<file path="config.mk">
export PLATFORM = sky130hd
export DESIGN_NAME = uart_program_loader
export DESIGN_NICKNAME = d
export VERILOG_FILES = /design/src/rtl/loader_pkg.sv /design/src/rtl/uart_rx_byte.sv /design/src/rtl/uart_program_loader.sv
export SDC_FILE = /design/constraint.sdc
export NUM_CORES = 1
export LEC_CHECK = 0
export CAP_MARGIN = 20
export CORE_MARGIN = 4
export CORE_UTILIZATION = 40
export CTS_CLUSTER_SIZE = 12
export DETAILED_ROUTE_END_ITERATION = 10
export PLACE_DENSITY = 0.57
export SYNTH_ARGS = -nofsm -noshare
export SYNTH_HDL_FRONTEND = slang
export SYNTH_HIERARCHICAL = 1
export SYNTH_SLANG_ARGS = --single-unit
export TNS_END_PERCENT = 20
</file>
<file path="constraint.sdc">
create_clock -name clk -period 3.6 [get_ports clk]
set_input_delay 0.36 -clock clk [delete_from_list [all_inputs] [get_ports clk]]
set_output_delay 0.36 -clock clk [all_outputs]
set_load 0.05 [all_outputs]
</file>
<file path="src/rtl/loader_pkg.sv">
// Shared types and protocol constants for the UART program loader.
package loader_pkg;

  localparam int WORD_W         = 32;
  localparam int COUNT_BYTES    = 2;
  localparam int BYTES_PER_WORD = 4;

  typedef enum logic [1:0] {
    RX_IDLE,
    RX_START,
    RX_DATA,
    RX_STOP
  } rx_state_t;

  typedef enum logic [2:0] {
    L_CNT0,
    L_CNT1,
    L_DATA,
    L_DONE,
    L_ERR
  } ld_state_t;

endpackage

</file>
<file path="src/rtl/uart_rx_byte.sv">
// 8N1 UART byte receiver with a 2-flop input synchronizer.
module uart_rx_byte
  import loader_pkg::*;
#(
  parameter int CLKS_PER_BIT = 434
) (
  input  logic       clk,
  input  logic       reset,
  input  logic       rx,
  output logic [7:0] byte_data,
  output logic       byte_valid,
  output logic       byte_err
);

  localparam int CW = $clog2(CLKS_PER_BIT);
  localparam logic [CW-1:0] HALF = CW'(CLKS_PER_BIT / 2 - 1);
  localparam logic [CW-1:0] FULL = CW'(CLKS_PER_BIT - 1);

  rx_state_t     state;
  logic          rx_meta;
  logic          rx_sync;
  logic [CW-1:0] cnt;
  logic [2:0]    bit_idx;
  logic [7:0]    shreg;

  always_ff @(posedge clk) begin
    if (reset) begin
      rx_meta <= 1'b1;
      rx_sync <= 1'b1;
    end else begin
      rx_meta <= rx;
      rx_sync <= rx_meta;
    end
  end

  always_ff @(posedge clk) begin
    if (reset) begin
      state      <= RX_IDLE;
      cnt        <= '0;
      bit_idx    <= '0;
      shreg      <= '0;
      byte_data  <= '0;
      byte_valid <= 1'b0;
      byte_err   <= 1'b0;
    end else begin
      byte_valid <= 1'b0;
      byte_err   <= 1'b0;
      unique case (state)
        RX_IDLE: begin
          cnt <= '0;
          if (!rx_sync) state <= RX_START;
        end
        RX_START: begin
          if (cnt == HALF) begin
            cnt     <= '0;
            bit_idx <= '0;
            state   <= rx_sync ? RX_IDLE : RX_DATA;
          end else begin
            cnt <= cnt + 1'b1;
          end
        end
        RX_DATA: begin
          if (cnt == FULL) begin
            cnt     <= '0;
            shreg   <= {rx_sync, shreg[7:1]};
            bit_idx <= bit_idx + 1'b1;
            if (bit_idx == 3'd7) state <= RX_STOP;
          end else begin
            cnt <= cnt + 1'b1;
          end
        end
        RX_STOP: begin
          if (cnt == FULL) begin
            cnt   <= '0;
            state <= RX_IDLE;
            if (rx_sync) begin
              byte_data  <= shreg;
              byte_valid <= 1'b1;
            end else begin
              byte_err <= 1'b1;
            end
          end else begin
            cnt <= cnt + 1'b1;
          end
        end
        default: state <= RX_IDLE;
      endcase
    end
  end

endmodule

</file>
<file path="src/rtl/uart_program_loader.sv">
// Boot loader: UART byte stream -> sequential instruction-memory writes,
// holding the pipeline in reset until the declared word count is loaded.
module uart_program_loader
  import loader_pkg::*;
#(
  parameter int CLKS_PER_BIT = 434,
  parameter int MAX_WORDS    = 1024
) (
  input  logic              clk,
  input  logic              reset,
  input  logic              rx,
  output logic              mem_we,
  output logic [31:0]       mem_addr,
  output logic [WORD_W-1:0] mem_wdata,
  output logic              cpu_reset,
  output logic              load_done,
  output logic              frame_err
);

  logic [7:0] byte_data;
  logic       byte_valid;
  logic       byte_err;

  uart_rx_byte #(
    .CLKS_PER_BIT(CLKS_PER_BIT)
  ) u_rx (
    .clk       (clk),
    .reset     (reset),
    .rx        (rx),
    .byte_data (byte_data),
    .byte_valid(byte_valid),
    .byte_err  (byte_err)
  );

  ld_state_t   state;
  logic [7:0]  cnt_lo;
  logic [15:0] decl;
  logic [15:0] lim;
  logic [15:0] words;
  logic [1:0]  bidx;
  logic        word_done;
  logic [15:0] decl_nxt;

  assign decl_nxt = {byte_data, cnt_lo};

  always_ff @(posedge clk) begin
    if (reset) begin
      state     <= L_CNT0;
      cnt_lo    <= '0;
      decl      <= '0;
      lim       <= '0;
      words     <= '0;
      bidx      <= '0;
      word_done <= 1'b0;
      mem_we    <= 1'b0;
      mem_addr  <= '0;
      mem_wdata <= '0;
      cpu_reset <= 1'b1;
      load_done <= 1'b0;
      frame_err <= 1'b0;
    end else begin
      mem_we    <= 1'b0;
      word_done <= 1'b0;
      if (byte_err && state != L_DONE) begin
        state     <= L_ERR;
        frame_err <= 1'b1;
      end else begin
        unique case (state)
          L_CNT0: begin
            if (byte_valid) begin
              cnt_lo <= byte_data;
              state  <= L_CNT1;
            end
          end
          L_CNT1: begin
            if (byte_valid) begin
              decl <= decl_nxt;
              lim  <= (32'(decl_nxt) > 32'(MAX_WORDS)) ?
                      16'(MAX_WORDS) : decl_nxt;
              if (decl_nxt == '0) begin
                state     <= L_DONE;
                cpu_reset <= 1'b0;
                load_done <= 1'b1;
              end else begin
                state <= L_DATA;
              end
            end
          end
          L_DATA: begin
            if (byte_valid) begin
              mem_wdata[8*bidx +: 8] <= byte_data;
              bidx <= bidx + 1'b1;
              if (bidx == 2'(BYTES_PER_WORD - 1)) begin
                word_done <= 1'b1;
                mem_we    <= (words < lim);
              end
            end
            // Words past a clamped count still advance the count, unwritten.
            if (word_done) begin
              words <= words + 16'd1;
              if (mem_we) mem_addr <= mem_addr + 32'd1;
              if (16'(words + 16'd1) == decl) begin
                state     <= L_DONE;
                cpu_reset <= 1'b0;
                load_done <= 1'b1;
              end
            end
          end
          L_DONE, L_ERR: ;
          default: state <= L_CNT0;
        endcase
      end
    end
  end

endmodule

</file>
## Yosys cells after proc, flatten, opt, wreduce, memory -nomap -nowiden

Cells that the tools add are included.

| storage, ports and cells | value |
|---|---|
| register bits after elaboration | 164 |
| input port bits | 3 |
| output and inout bits | 68 |
| logic and storage cells | 127 |

| operators by class | value |
|---|---|
| add/sub/neg operators | 6 |
| order comparisons | 2 |
| equal/unequal tests | 28 |
| shifts and indexed selects | 2 |
| muxes and demuxes | 35 |
| bitwise logic cells | 7 |
| reduce and logical (&&, ||, !) cells | 24 |

Operator list:

| kind | count |
|---|---|
| 5-bit negation with 34-bit output | 1 |
| 8-bit by 34-bit variable shift with 32-bit output (first input constant) | 1 |
| 8-bit by 34-bit variable part select with 32-bit output | 1 |
| 32-bit by 1-bit adder with 32-bit output (second input constant) | 1 |
| 32-bit bitwise mux | 1 |
| 9-bit one-hot mux with 3 select lines | 1 |
| 3-bit two-way mux | 7 |
| 9-bit two-way mux | 2 |
| 3-bit AND reduction | 6 |
| 16-bit by 1-bit adder with 16-bit output (second input constant) | 1 |
| 16-bit equality test | 1 |
| 16-bit by 11-bit > comparator with 1-bit output (second input constant) | 1 |
| 16-bit zero test | 1 |
| 16-bit less-than comparator | 1 |
| 16-bit two-way mux | 1 |
| 5-bit AND reduction | 3 |
| 1-bit two-way mux | 12 |
| 2-bit two-way mux | 6 |
| 2-bit by 1-bit inequality test with 1-bit output (second input constant) | 6 |
| 3-bit one-hot mux with 4 select lines | 1 |
| 2-bit inequality test (second input constant) | 5 |
| 9-bit by 1-bit adder with 9-bit output (second input constant) | 1 |
| 9-bit by 8-bit equality test with 1-bit output (second input constant) | 1 |
| 9-bit equality test (second input constant) | 1 |
| 24 further kinds | 41 |

## Depth between registers and ports, before layout

| logic depth | value |
|---|---|
| word-level depth | 6 |
| mapped depth | 8 |
| gate-level depth less buffers | 7 |

## Cells and area by module

Netlist, hierarchy kept.

Modules (own cells, without submodules):

| module | times used | cells an instance | area each (sq um) | seq. area each (sq um) |
|---|---|---|---|---|
| uart_program_loader | 1 | 738 | 6088.3 | 2602.5 |
| uart_rx_byte | 1 | 137 | 1398.8 | 680.7 |

## Worst setup path before layout

Ideal clock, no wire load.

| timing path | value |
|---|---|
| kind | register to register |
| from | register words[0] |
| to | register cpu_reset |
| setup time | 0.115 ns |
| data arrival time | 2.151 ns |
| data required time | 3.485 ns |
| slack | 1.335 ns |
| stages on the path, launching flop included | 8 |
| buffers on the path | 0 |
| clock period less this slack | 2.265 ns |
| path through | dfxtp_1 ha_1 nand3_1 and2_1 or4b_2 a32oi_1 nand4_1 o21a_1 |

| between the ends | value |
|---|---|
| cells in the longest elaborated chain, start to end | 4 |

Ends and longest elaborated chain:

| item | line | RTL |
|---|---|---|
| from (decl) | uart_program_loader.sv:39 | `logic [15:0] words;` |
| from (signal assigned) | uart_program_loader.sv:100 | `words <= words + 16'd1;` |
| 16-bit by 1-bit adder with 16-bit output | uart_program_loader.sv:102 | `if (16'(words + 16'd1) == decl) begin` |
| 16-bit equality test | uart_program_loader.sv:102 |  |
| 2-bit inequality test (no source line) | -- |  |
| 6-bit AND reduction (no source line) | -- |  |
| to (signal assigned) | uart_program_loader.sv:58 | `cpu_reset <= 1'b1;` |
| to (signal assigned) | uart_program_loader.sv:82 | `cpu_reset <= 1'b0;` |
| to (signal assigned) | uart_program_loader.sv:104 | `cpu_reset <= 1'b0;` |
| to (decl) | uart_program_loader.sv:15 | `output logic cpu_reset,` |

No other way between the ends.
A chain may end at the register's enable or synchronous reset.

==> metrics.txt <==
Main synth FF type=dfxtp_1; synth top area cells=dfxtp_1 (44%), nor2_1 (6.1%), nand2_1 (4.7%); kind of cell adding the most delay to the critical path=simple AND/OR/NAND/NOR gates; count of final setup violators=0; CTS buffer count=17; Post-Syn Instances=just under 900; Max Root-Sink Buffers=2; Worst R2R Path Depth=6; Die ar.=approximately 0.021 mm^2; Critical Path RT=3.88 ns; Tot GR Track Use=between 10% and 20%; RSZ-0062 raised after global routing=no; maximum VDD drop=344 uV; CP max-delay cell=nor3_2; r2r endpoint=mem_addr[31]; first-pass GRT wire length=around 29,000 um; P per Cell Area=414 mW/mm^2; drt total wl=17,500 um; core area=about 0.018 mm^2; clk_skew=slightly below 0.01 ns; Final ANT Viol Nets=0; nets=between 900 and 1,000; htree depth=4; first-pass iteration count of the detailed router=4; hold buffer count at cts=0; final setup TNS=0 ns; postcts setup bufs=0; number of hold violations in the final report=0; Seq/Total Area, Yosys=43.9%; Clk Latency, worst-skew pair=about 0.42 ns; CP Launch Type=flip-flop; Clock Pin Slew Worst Setup and Hold Paths=approximately 0.06 ns; worst reg-to-reg setup slack=around 1 ns; Worst EP arrival=around 2.9 ns; Core Util, Final=~49%; vias per inst=5.17; WHS Path Cells=1; post-route cell area=between 0.008 and 0.009 mm^2; Ports=slightly above 70; dpl hpwl=11,900 um; Synth top area share=about 44%; Syn Nets=906; mapped cell area=approximately 0.0075 mm^2; WL per Instance=about 15 um; Worst Setup Path Type=reg -> reg; starting density of the core=~41%; row cnt=49; worst-margin pin slew=a little over 1 ns; hold path endpoint=u_rx/rx_sync; clock sinks=164; Area after DPL=between 0.008 and 0.009 mm^2; global route total overflow=0; CP Capture Type=flip-flop; layout cells sized above 1=around 5.4%; dominant cell type by area after synthesis=dfxtp_1; CP max stage delay=roughly 0.64 ns; via count=6,025; Post-synth EDFFs=0; clk root buf=clkbuf_16; Max Cap Viol=0; # DRC=0; Hold Crit Start=u_rx/rx_meta; IO Port Bufs=70; Bufs and invs on worst path=0; die height=about 140 um; Netlist cell types=between 60 and 70; syn_area_per_cell=around 8.6 um^2; asr flop ratio synth=0%; Peak Freq=0.381 GHz; DRC marker count from the first detailed-route iteration=about 320; Die X=145 um; outcome=complete, no violations; crit path time final=roughly 2.6 ns; post-CTS resize count=0; number of synthesized register bits=approximately 160; number of global-route vias before repair=approximately 5,700; R2R Path Start=state[1]; Max-slew headroom=32.1%; crit path cell chain=or3b_1 -> or4_4 -> nor3_2 -> nand4_1 -> xor2_1 -> nor2_1; max-slew violations=0; Layout Area Growth over Synthesis=19.4%; Synth warnings=6; Leakage=around 3.2 nW; CTS tree=done; Hold Path Class=reg -> reg; # diodes=0; final period utilization=72.9%; gpl congestion=0.833; initial antenna violation count=0; pin count of the biggest net entering global routing=78; critical path fanouts, max=12
[metal layers]
layer | vias up | part of all wire, % | global-route usage, %
li1 | 3114 | - | -
met1 | 2817 | 50 | 24.4
met2 | 76 | 45 | 26.8
met3 | 18 | 3.1 | 3.88
met4 | 0 | 1.2 | 4.76
met5 | - | 0 | 0
[where the power goes]
group          internal (mW)  switching (mW)  total, mW
registers               1.82         0.00259       1.82
clock network           1.12           0.725       1.84
logic                0.00692          0.0307     0.0377
total                   2.94           0.758       3.70
[stage by stage]
stage	power (mW)	instances	hold WS (ns)	worst slack [ns]
2_1_floorplan	1.89	875	0.389	1.33
3_3_place_gp	1.90	1137	0.395	0.998
3_5_place_dp	1.90	1137	0.395	0.943
4_1_cts	3.74	1166	0.410	0.943
5_1_grt	3.82	1166	0.430	0.703
6_report	3.70	1166	0.411	0.975
[worst max-delay path by stage]
| stage | cells after the start | start | slack (ns) | end |
|---|---|---|---|---|
| global placement | 6 | state[1] | 1.0 | mem_addr[29] |
| finish | 6 | state[1] | 0.97 | mem_addr[31] |
| floorplan | 7 | words[0] | 1.33 | cpu_reset |
| global route | 6 | state[1] | 0.70 | mem_addr[29] |
| detailed placement | 6 | state[1] | 0.94 | mem_addr[29] |
| CTS | 6 | state[1] | 0.94 | mem_addr[25] |
[Yosys cell counts, drive strengths merged (4+ instances only)]
cell type  count
nor2         121
a211oi         7
and2           6
nand3b         4
nor2b          8
nor3          20
mux2i         26
and3          14
xor2          33
and4           6
a21oi         64
clkbuf        41
a22oi         12
dfxtp        164
xnor2         35
inv           30
nand4         21
or3            7
a21o           7
nand3         55
or2            4
nand2         94
nand2b         4
ha            28
nor3b          4
nor4           9
o21ai         12
[final cells by class]
class	count	area [um^2]
timing repair buffer	77	751
clock buffer	20	457
tap	229	287
sequential	164	3280
fill	1736	9270
multi-input combinational	636	3910
clock inverter	9	130
inverter	31	116
[kinds of logic (layout without fill, tap and decap cells)]
logic type	count (synthesis)	in the layout	share of synthesized area [%]
AOI/OAI and AO/OA	123	123	10.1
xor gates and xnor gates	69	69	8.26
adders and majority gates	28	28	4.68
buffers and inverters	75	137	3.88
DFF	164	164	43.9
muxes	26	26	3.48
and+or+nand+nor	390	390	25.8
[flip-flops by register name, summed over array words and instances, names as in the netlist, 2 cells and up, named ones only]
| name | flops |
|---|---|
| bidx | 2 |
| u_rx/cnt | 9 |
| u_rx/bit_idx | 3 |
| lim | 16 |
| decl | 16 |
| words | 16 |
| state | 3 |
| cnt_lo | 8 |
| mem_addr | 32 |
| u_rx/shreg | 8 |
| u_rx/byte_data | 8 |
| mem_wdata | 32 |
[placed cells by master (no fill, tap or decap), drive strengths merged, types with 4 or more instances in the layout]
cell type      netlist  layout
a211oi               7       7
a21o                 7       7
a21oi               64      64
a22oi               12      12
and2                 6       6
and3                14      14
and4                 6       6
buf                  3       8
clkbuf              41      20
clkdlybuf4s50        0      69
clkinv               1       5
dfxtp              164     164
ha                  28      28
inv                 30      31
mux2i               26      26
nand2               94      94
nand2b               4       4
nand3               55      55
nand3b               4       4
nand4               21      21
nor2               121     121
nor2b                8       8
nor3                20      20
nor3b                4       4
nor4                 9       9
o21ai               12      12
or2                  4       4
or3                  7       7
xnor2               35      35
xor2                33      33
Note: power is estimated with default switching activity, not from simulation.
